### config.mk
export PLATFORM = sky130hd
export DESIGN_NAME = matmul_stream_engine
export DESIGN_NICKNAME = d
export VERILOG_FILES = /design/src/rtl/matmul_stream_engine.sv
export SDC_FILE = /design/constraint.sdc
export NUM_CORES = 1
export LEC_CHECK = 0
export BUFFER_PORTS_ARGS = -buffer_cell sky130_fd_sc_hd__buf_4
export CAP_MARGIN = 20
export CORE_ASPECT_RATIO = 2
export CORE_UTILIZATION = 40
export CTS_CLUSTER_SIZE = 40
export DETAILED_ROUTE_END_ITERATION = 12
export GPL_ROUTABILITY_DRIVEN = 1
export PLACE_DENSITY = 0.64
export REMOVE_ABC_BUFFERS = 1
export SLEW_MARGIN = 20
export SYNTH_ARGS = -nofsm -noshare
export SYNTH_HDL_FRONTEND = slang
export SYNTH_SLANG_ARGS = --single-unit
### constraint.sdc
create_clock -name bclk -period 7.5 [get_ports bclk]
set_clock_uncertainty 0.05 [all_clocks]
set_input_delay 1.125 -clock bclk [delete_from_list [all_inputs] [get_ports bclk]]
set_output_delay 1.125 -clock bclk [all_outputs]
set_load 0.02 [all_outputs]
### src/rtl/matmul_stream_engine.sv
// N x N matrix multiply over a byte stream: size, A, B in; C out least-significant byte first.
// One pipelined multiply-accumulate unit is time-shared across all n^3 products.
module matmul_stream_engine #(
    parameter int unsigned MAX_N  = 4,
    parameter bit          SIGNED = 1'b0
) (
    input  logic       bclk,
    input  logic       rst,
    input  logic       abort_i,
    input  logic [7:0] in_data_i,
    input  logic       in_valid_i,
    output logic       in_ready_o,
    output logic [7:0] out_data_o,
    output logic       out_valid_o,
    input  logic       out_ready_i,
    output logic       busy_o,
    output logic       err_size_o,
    output logic       done_o
);

    localparam int unsigned ACC_W     = 17 + $clog2(MAX_N);
    localparam int unsigned OUT_BYTES = (ACC_W + 7) / 8;
    localparam int unsigned PAD       = 8 * OUT_BYTES - ACC_W;
    localparam int unsigned NW        = $clog2(MAX_N + 1);
    localparam int unsigned IW        = $clog2(MAX_N);
    localparam int unsigned AW        = $clog2(MAX_N * MAX_N);
    localparam int unsigned CW        = $clog2(MAX_N * MAX_N * MAX_N + 3);
    localparam int unsigned BW        = (OUT_BYTES > 1) ? $clog2(OUT_BYTES) : 1;

    typedef enum logic [2:0] {StIdle, StLoadA, StLoadB, StCompute, StSend} state_e;

    state_e          state_q, state_d;
    logic [NW-1:0]   n_q, n_d;
    logic [IW-1:0]   row_q, row_d, col_q, col_d, k_q, k_d;
    logic [BW-1:0]   byte_q, byte_d;
    logic [CW-1:0]   cyc_q, cyc_d;
    logic            out_valid_q, out_valid_d;
    logic [7:0]      out_data_q, out_data_d;
    logic            done_q, done_d, err_q, err_d;

    logic             p_vld_q, p_first_q, p_last_q;
    logic [AW-1:0]    p_addr_q;
    logic [ACC_W-1:0] prod_q, acc_q, acc_sum;

    logic [7:0]       a_mem [MAX_N*MAX_N];
    logic [7:0]       b_mem [MAX_N*MAX_N];
    logic [ACC_W-1:0] c_mem [MAX_N*MAX_N];

    logic [IW-1:0]      last_idx;
    logic               row_last, col_last, k_last, byte_last;
    logic [CW-1:0]      n_cube;
    logic               issue, aborting, load_we;
    logic [7:0]         a_rd, b_rd;
    logic signed [8:0]  a_ext, b_ext;
    logic signed [17:0] prod_w;

    function automatic logic [AW-1:0] addr(input logic [IW-1:0] r, input logic [IW-1:0] c);
        return AW'(int'(r) * MAX_N + int'(c));
    endfunction

    // Byte b of the result after widening to the transmitted width.
    function automatic logic [7:0] pick(input logic [ACC_W-1:0] v, input logic [BW-1:0] b);
        logic [8*OUT_BYTES-1:0] ext;
        ext = {{PAD{SIGNED & v[ACC_W-1]}}, v};
        return ext[8*b +: 8];
    endfunction

    assign last_idx  = IW'(n_q - NW'(1));
    assign row_last  = (row_q == last_idx);
    assign col_last  = (col_q == last_idx);
    assign k_last    = (k_q == last_idx);
    assign byte_last = (byte_q == BW'(OUT_BYTES - 1));
    assign n_cube    = CW'(n_q) * CW'(n_q) * CW'(n_q);
    assign aborting  = abort_i && (state_q != StIdle);
    assign load_we   = in_valid_i && !abort_i && (state_q == StLoadA || state_q == StLoadB);

    assign a_rd    = a_mem[addr(row_q, k_q)];
    assign b_rd    = b_mem[addr(k_q, col_q)];
    assign a_ext   = $signed({SIGNED & a_rd[7], a_rd});
    assign b_ext   = $signed({SIGNED & b_rd[7], b_rd});
    assign prod_w  = a_ext * b_ext;
    assign acc_sum = (p_first_q ? '0 : acc_q) + prod_q;

    always_comb begin
        state_d     = state_q;
        n_d         = n_q;
        row_d       = row_q;
        col_d       = col_q;
        k_d         = k_q;
        byte_d      = byte_q;
        cyc_d       = cyc_q;
        out_valid_d = out_valid_q;
        out_data_d  = out_data_q;
        done_d      = 1'b0;
        err_d       = 1'b0;
        issue       = 1'b0;
        unique case (state_q)
            StIdle: begin
                if (in_valid_i) begin
                    if (in_data_i != 8'd0 && in_data_i <= 8'(MAX_N)) begin
                        n_d     = NW'(in_data_i);
                        row_d   = '0;
                        col_d   = '0;
                        state_d = StLoadA;
                    end else begin
                        err_d = 1'b1;
                    end
                end
            end
            StLoadA, StLoadB: begin
                if (in_valid_i) begin
                    col_d = col_q + IW'(1);
                    if (col_last) begin
                        col_d = '0;
                        row_d = row_q + IW'(1);
                        if (row_last) begin
                            row_d   = '0;
                            k_d     = '0;
                            cyc_d   = '0;
                            state_d = (state_q == StLoadA) ? StLoadB : StCompute;
                        end
                    end
                end
            end
            StCompute: begin
                cyc_d = cyc_q + CW'(1);
                if (cyc_q < n_cube) begin
                    issue = 1'b1;
                    k_d   = k_q + IW'(1);
                    if (k_last) begin
                        k_d   = '0;
                        col_d = col_q + IW'(1);
                        if (col_last) begin
                            col_d = '0;
                            row_d = row_q + IW'(1);
                        end
                    end
                end
                // Two extra cycles let the last product drain through the accumulator.
                if (cyc_q == n_cube + CW'(1)) begin
                    state_d     = StSend;
                    row_d       = '0;
                    col_d       = '0;
                    byte_d      = '0;
                    out_valid_d = 1'b1;
                    out_data_d  = pick(c_mem[0], '0);
                end
            end
            StSend: begin
                if (out_valid_q && out_ready_i) begin
                    if (byte_last && row_last && col_last) begin
                        state_d     = StIdle;
                        out_valid_d = 1'b0;
                        done_d      = 1'b1;
                        byte_d      = '0;
                        row_d       = '0;
                        col_d       = '0;
                    end else begin
                        byte_d = byte_q + BW'(1);
                        if (byte_last) begin
                            byte_d = '0;
                            col_d  = col_q + IW'(1);
                            if (col_last) begin
                                col_d = '0;
                                row_d = row_q + IW'(1);
                            end
                        end
                        out_data_d = pick(c_mem[addr(row_d, col_d)], byte_d);
                    end
                end
            end
            default: state_d = StIdle;
        endcase
        if (aborting) begin
            state_d     = StIdle;
            row_d       = '0;
            col_d       = '0;
            k_d         = '0;
            byte_d      = '0;
            cyc_d       = '0;
            out_valid_d = 1'b0;
            done_d      = 1'b0;
            issue       = 1'b0;
        end
    end

    always_ff @(posedge bclk or posedge rst) begin
        if (rst) begin
            state_q     <= StIdle;
            n_q         <= '0;
            row_q       <= '0;
            col_q       <= '0;
            k_q         <= '0;
            byte_q      <= '0;
            cyc_q       <= '0;
            out_valid_q <= 1'b0;
            out_data_q  <= '0;
            done_q      <= 1'b0;
            err_q       <= 1'b0;
            p_vld_q     <= 1'b0;
            p_first_q   <= 1'b0;
            p_last_q    <= 1'b0;
            p_addr_q    <= '0;
            prod_q      <= '0;
            acc_q       <= '0;
        end else begin
            state_q     <= state_d;
            n_q         <= n_d;
            row_q       <= row_d;
            col_q       <= col_d;
            k_q         <= k_d;
            byte_q      <= byte_d;
            cyc_q       <= cyc_d;
            out_valid_q <= out_valid_d;
            out_data_q  <= out_data_d;
            done_q      <= done_d;
            err_q       <= err_d;
            p_vld_q     <= issue;
            p_first_q   <= (k_q == '0);
            p_last_q    <= k_last;
            p_addr_q    <= addr(row_q, col_q);
            prod_q      <= ACC_W'(prod_w);
            if (p_vld_q) begin
                acc_q <= acc_sum;
            end
        end
    end

    always_ff @(posedge bclk) begin
        if (load_we && state_q == StLoadA) begin
            a_mem[addr(row_q, col_q)] <= in_data_i;
        end
        if (load_we && state_q == StLoadB) begin
            b_mem[addr(row_q, col_q)] <= in_data_i;
        end
        if (p_vld_q && p_last_q) begin
            c_mem[p_addr_q] <= acc_sum;
        end
    end

    assign in_ready_o  = (state_q == StIdle) || (state_q == StLoadA) || (state_q == StLoadB);
    assign busy_o      = (state_q != StIdle);
    assign out_data_o  = out_data_q;
    assign out_valid_o = out_valid_q;
    assign err_size_o  = err_q;
    assign done_o      = done_q;

endmodule

==> results.py <==
metrics = {
    "run_status": {
        "status": "finished, final reports clean",
    },
    "timing": {
        "layout_setup_ws_ns": 1.21,
        "tightest_slew_ns": 1.20,
        "maxSlewHeadroom": 0.194,
        "max_freq_mhz": 159,
        "holdWs_ns": 0.451,
        "setup_tns_ns": 0,
        "setup_viol": 0,
        "drv_slew": 0,
        "timing.final.crit_share": 0.838,
        "timing.final.hold_violations": 0,
        "finalCriticalPeriod_ns": 6.29,
        "rsz0062_at_grt": "no",
    },
    "finish": {
        "fin_nets": 2169,
        "fin_cells": 2987,
        "diodes": 0,
        "fin_area_mm2": 0.0319,
        "final_layout_size_suffix_gt1_frac": 0.149,
        "area.growth.synth_to_final_pct": 10.7,
        "layout_commonest_cell": "edfxtp_1",
        "layout_common_cells": "edfxtp_1, nand2_1, mux4_2, inv_1, nand3_1",
    },
    "synth": {
        "yosys_warnings": 0,
        "ys.flop_type": "edfxtp_1",
        "yosysUniqueCellTypes": 70,
        "ys_ff_latch": 634,
        "seq_area_frac_synth": 0.649,
        "synthArstFlopShare": 0.117,
        "netlist_instances": 1994,
        "mappedNetlistArea_mm2": 0.0288,
        "synth.avg_cell_area_um2": 14.4,
        "synth_edf_count": 560,
    },
    "cts": {
        "postCtsSetupBuffers": 0,
        "path_clk_slew_ns": 0.08,
        "cts.sinks": 634,
        "clk_path_buf_depth": 3,
        "insertion_delay_ns": 0.61,
        "root_buffer": "clkbuf_16",
        "cts_tree": "built",
        "cts_inserted_buffers": 52,
        "htreeDepth": 2,
        "cts-hold-fix-buffers": 0,
        "cts-resized-gates": 0,
    },
    "setup_path": {
        "criticalPathCategory": "reg2reg",
        "cp-start-kind": "flip-flop",
        "end_kind": "flip-flop",
        "worstRegToRegCells": 17,
        "worstPathArrival_ns": 6.76,
        "worstReg2RegEnd": "prod_q[14]",
        "critPathMaxFanout": 17,
        "required_ns": 7.97,
        "r2r_start": "k_q[0]",
        "r2r_setup_slack_ns": 1.21,
    },
    "floorplan": {
        "io_pins": 26,
        "die_y_um": 381,
        "die_width_um": 192,
        "std_cell_rows": 138,
        "dieArea_mm2": 0.0731,
        "initial_utilization": 0.406,
        "coreArea_mm2": 0.0710,
    },
    "placement": {
        "dpl.cell_count": 2891,
        "dpl-instance-area_mm2": 0.0302,
        "preCtsSetupSlack_ns": 1.16,
        "place_congestion": 0.881,
        "numPortBuffers": 25,
        "place_hpwl_mm": 48.3,
    },
    "route": {
        "drt_pass1_iterations": 5,
        "antenna_left": 0,
        "drc": 0,
        "viasPerCell": 5.62,
        "avgRoutedWirePerCell_um": 23.6,
        "via_count": 16800,
        "drtIter0Drc": 1341,
        "wirelength_mm": 70.4,
    },
    "grt": {
        "grt_use_total": 0.197,
        "grt_pass1_wl_mm": 106,
        "grt_start_max_net_pins": 136,
        "antenna_found_initial": 0,
        "grt_pass1_vias": 17700,
        "overflow": 0,
    },
    "power": {
        "power_density_mw_per_mm2": 447,
        "peakVddDrop_mv": 0.458,
        "p_leak_nw": 11.4,
    },
    "worst_hold_path": {
        "whs_endpoint": "acc_q[7]",
        "timing.hold.worst_path_depth": 1,
        "hold_class": "reg2reg",
        "hold_start": "acc_q[7]",
    },
    "run": {
        "drv_cap": 0,
    },
}
Yosys cell counts, types with 7 or more instances:
cell type,number,area share
a211oi_1,12,0.0031
a21o_1,7,0.0018
a21oi_1,38,0.0066
a311oi_1,35,0.011
a31oi_1,18,0.0039
and2_1,52,0.011
and3_1,59,0.013
buf_2,36,0.0063
buf_4,11,0.0029
clkbuf_1,33,0.0043
dfrtp_1,74,0.064
edfxtp_1,560,0.58
fa_1,40,0.028
ha_1,81,0.035
inv_1,88,0.011
mux2_2,19,0.0074
mux2i_1,31,0.011
mux4_2,88,0.069
nand2_1,310,0.040
nand2b_1,9,0.0020
nand3_1,87,0.015
nand4_1,10,0.0022
nor2_1,68,0.0089
nor2b_1,23,0.0050
nor3_1,20,0.0035
o21a_1,13,0.0034
o21ai_0,37,0.0064
xnor2_1,32,0.0097
xor2_1,13,0.0040
report_power, final:
group / total, W / leakage, nW / internal (W) / switching, W
clock: 0.00273 / 0.827 / 0.00144 / 0.00129
combinational: 0.00687 / 4.65 / 0.00294 / 0.00393
sequential: 0.00467 / 5.96 / 0.00449 / 0.000178
total: 0.0143 / 11.4 / 0.00887 / 0.00539
critical path, stage by stage, from the launching register on:
cell,delay (ns)
dfrtp_2,0.70
buf_4,0.41
mux4_2,0.56
mux4_2,0.63
and2_1,0.23
fa_1,0.54
fa_1,0.44
fa_1,0.49
inv_1,0.05
fa_1,0.47
inv_1,0.04
ha_1,0.31
or2_2,0.30
o311a_1,0.14
o21a_1,0.19
o21a_1,0.18
o41ai_1,0.31
xnor2_1,0.16
state kept, by name, indices dropped and copies added, names as in the netlist:
name         count
row_q            2
p_addr_q         4
a_mem          128
acc_q           19
n_q              3
p_first_q        1
prod_q          16
out_data_o       8
done_o           1
b_mem          128
p_last_q         1
col_q            2
p_vld_q          1
state_q          3
cyc_q            7
c_mem          304
k_q              2
out_valid_o      1
byte_q           2
err_size_o       1
area by class of cell:
| cell class | instances | area, um^2 |
|---|---|---|
| Multi-Input combinational cell | 1182 | 9460 |
| Fill cell | 6147 | 39100 |
| Tap cell | 910 | 1140 |
| Sequential cell | 634 | 18700 |
| Timing Repair Buffer | 75 | 592 |
| Clock buffer | 65 | 1390 |
| Inverter | 90 | 339 |
| Clock inverter | 31 | 287 |
layer usage:
metal	routed length, um	up-vias	global-route usage	share of wire
met5	0	-	0	0
met1	23700	8551	0.202	0.34
li1	-	7520	-	-
met4	3730	0	0.104	0.053
met3	2910	183	0.0193	0.041
met2	40000	536	0.381	0.57
logic make-up (layout without fill, tap and decap cells):
kind of cell	count (synthesis)	after routing	synth area share
fa+ha+maj	121	121	0.0630
compound gates	215	215	0.0523
buf+inv	178	261	0.0267
mux	138	138	0.0871
simple gates	662	662	0.108
xor+xnor	46	46	0.0143
flops	634	634	0.649
metrics by stage:
stage / utilization / power, W
finish: 0.449 / 0.0143
global route: 0.449 / 0.0155
floorplan: - / 0.00992
detailed placement: 0.425 / 0.0117
global placement: 0.425 / 0.0116
CTS: 0.449 / 0.0144
worst max path at each step:
stage                         from         end  slack (ns)  depth (start not counted)
after floorplan           col_q[0]  prod_q[14]        0.73                         18
after global placement    col_q[0]  prod_q[14]        1.24                         18
after detailed placement    k_q[0]  prod_q[14]        1.16                         17
after CTS                   k_q[0]  prod_q[14]        1.15                         20
after global routing        k_q[0]  prod_q[14]        0.79                         20
final                       k_q[0]  prod_q[14]        1.21                         17
Power figures use the tool's default switching activity.
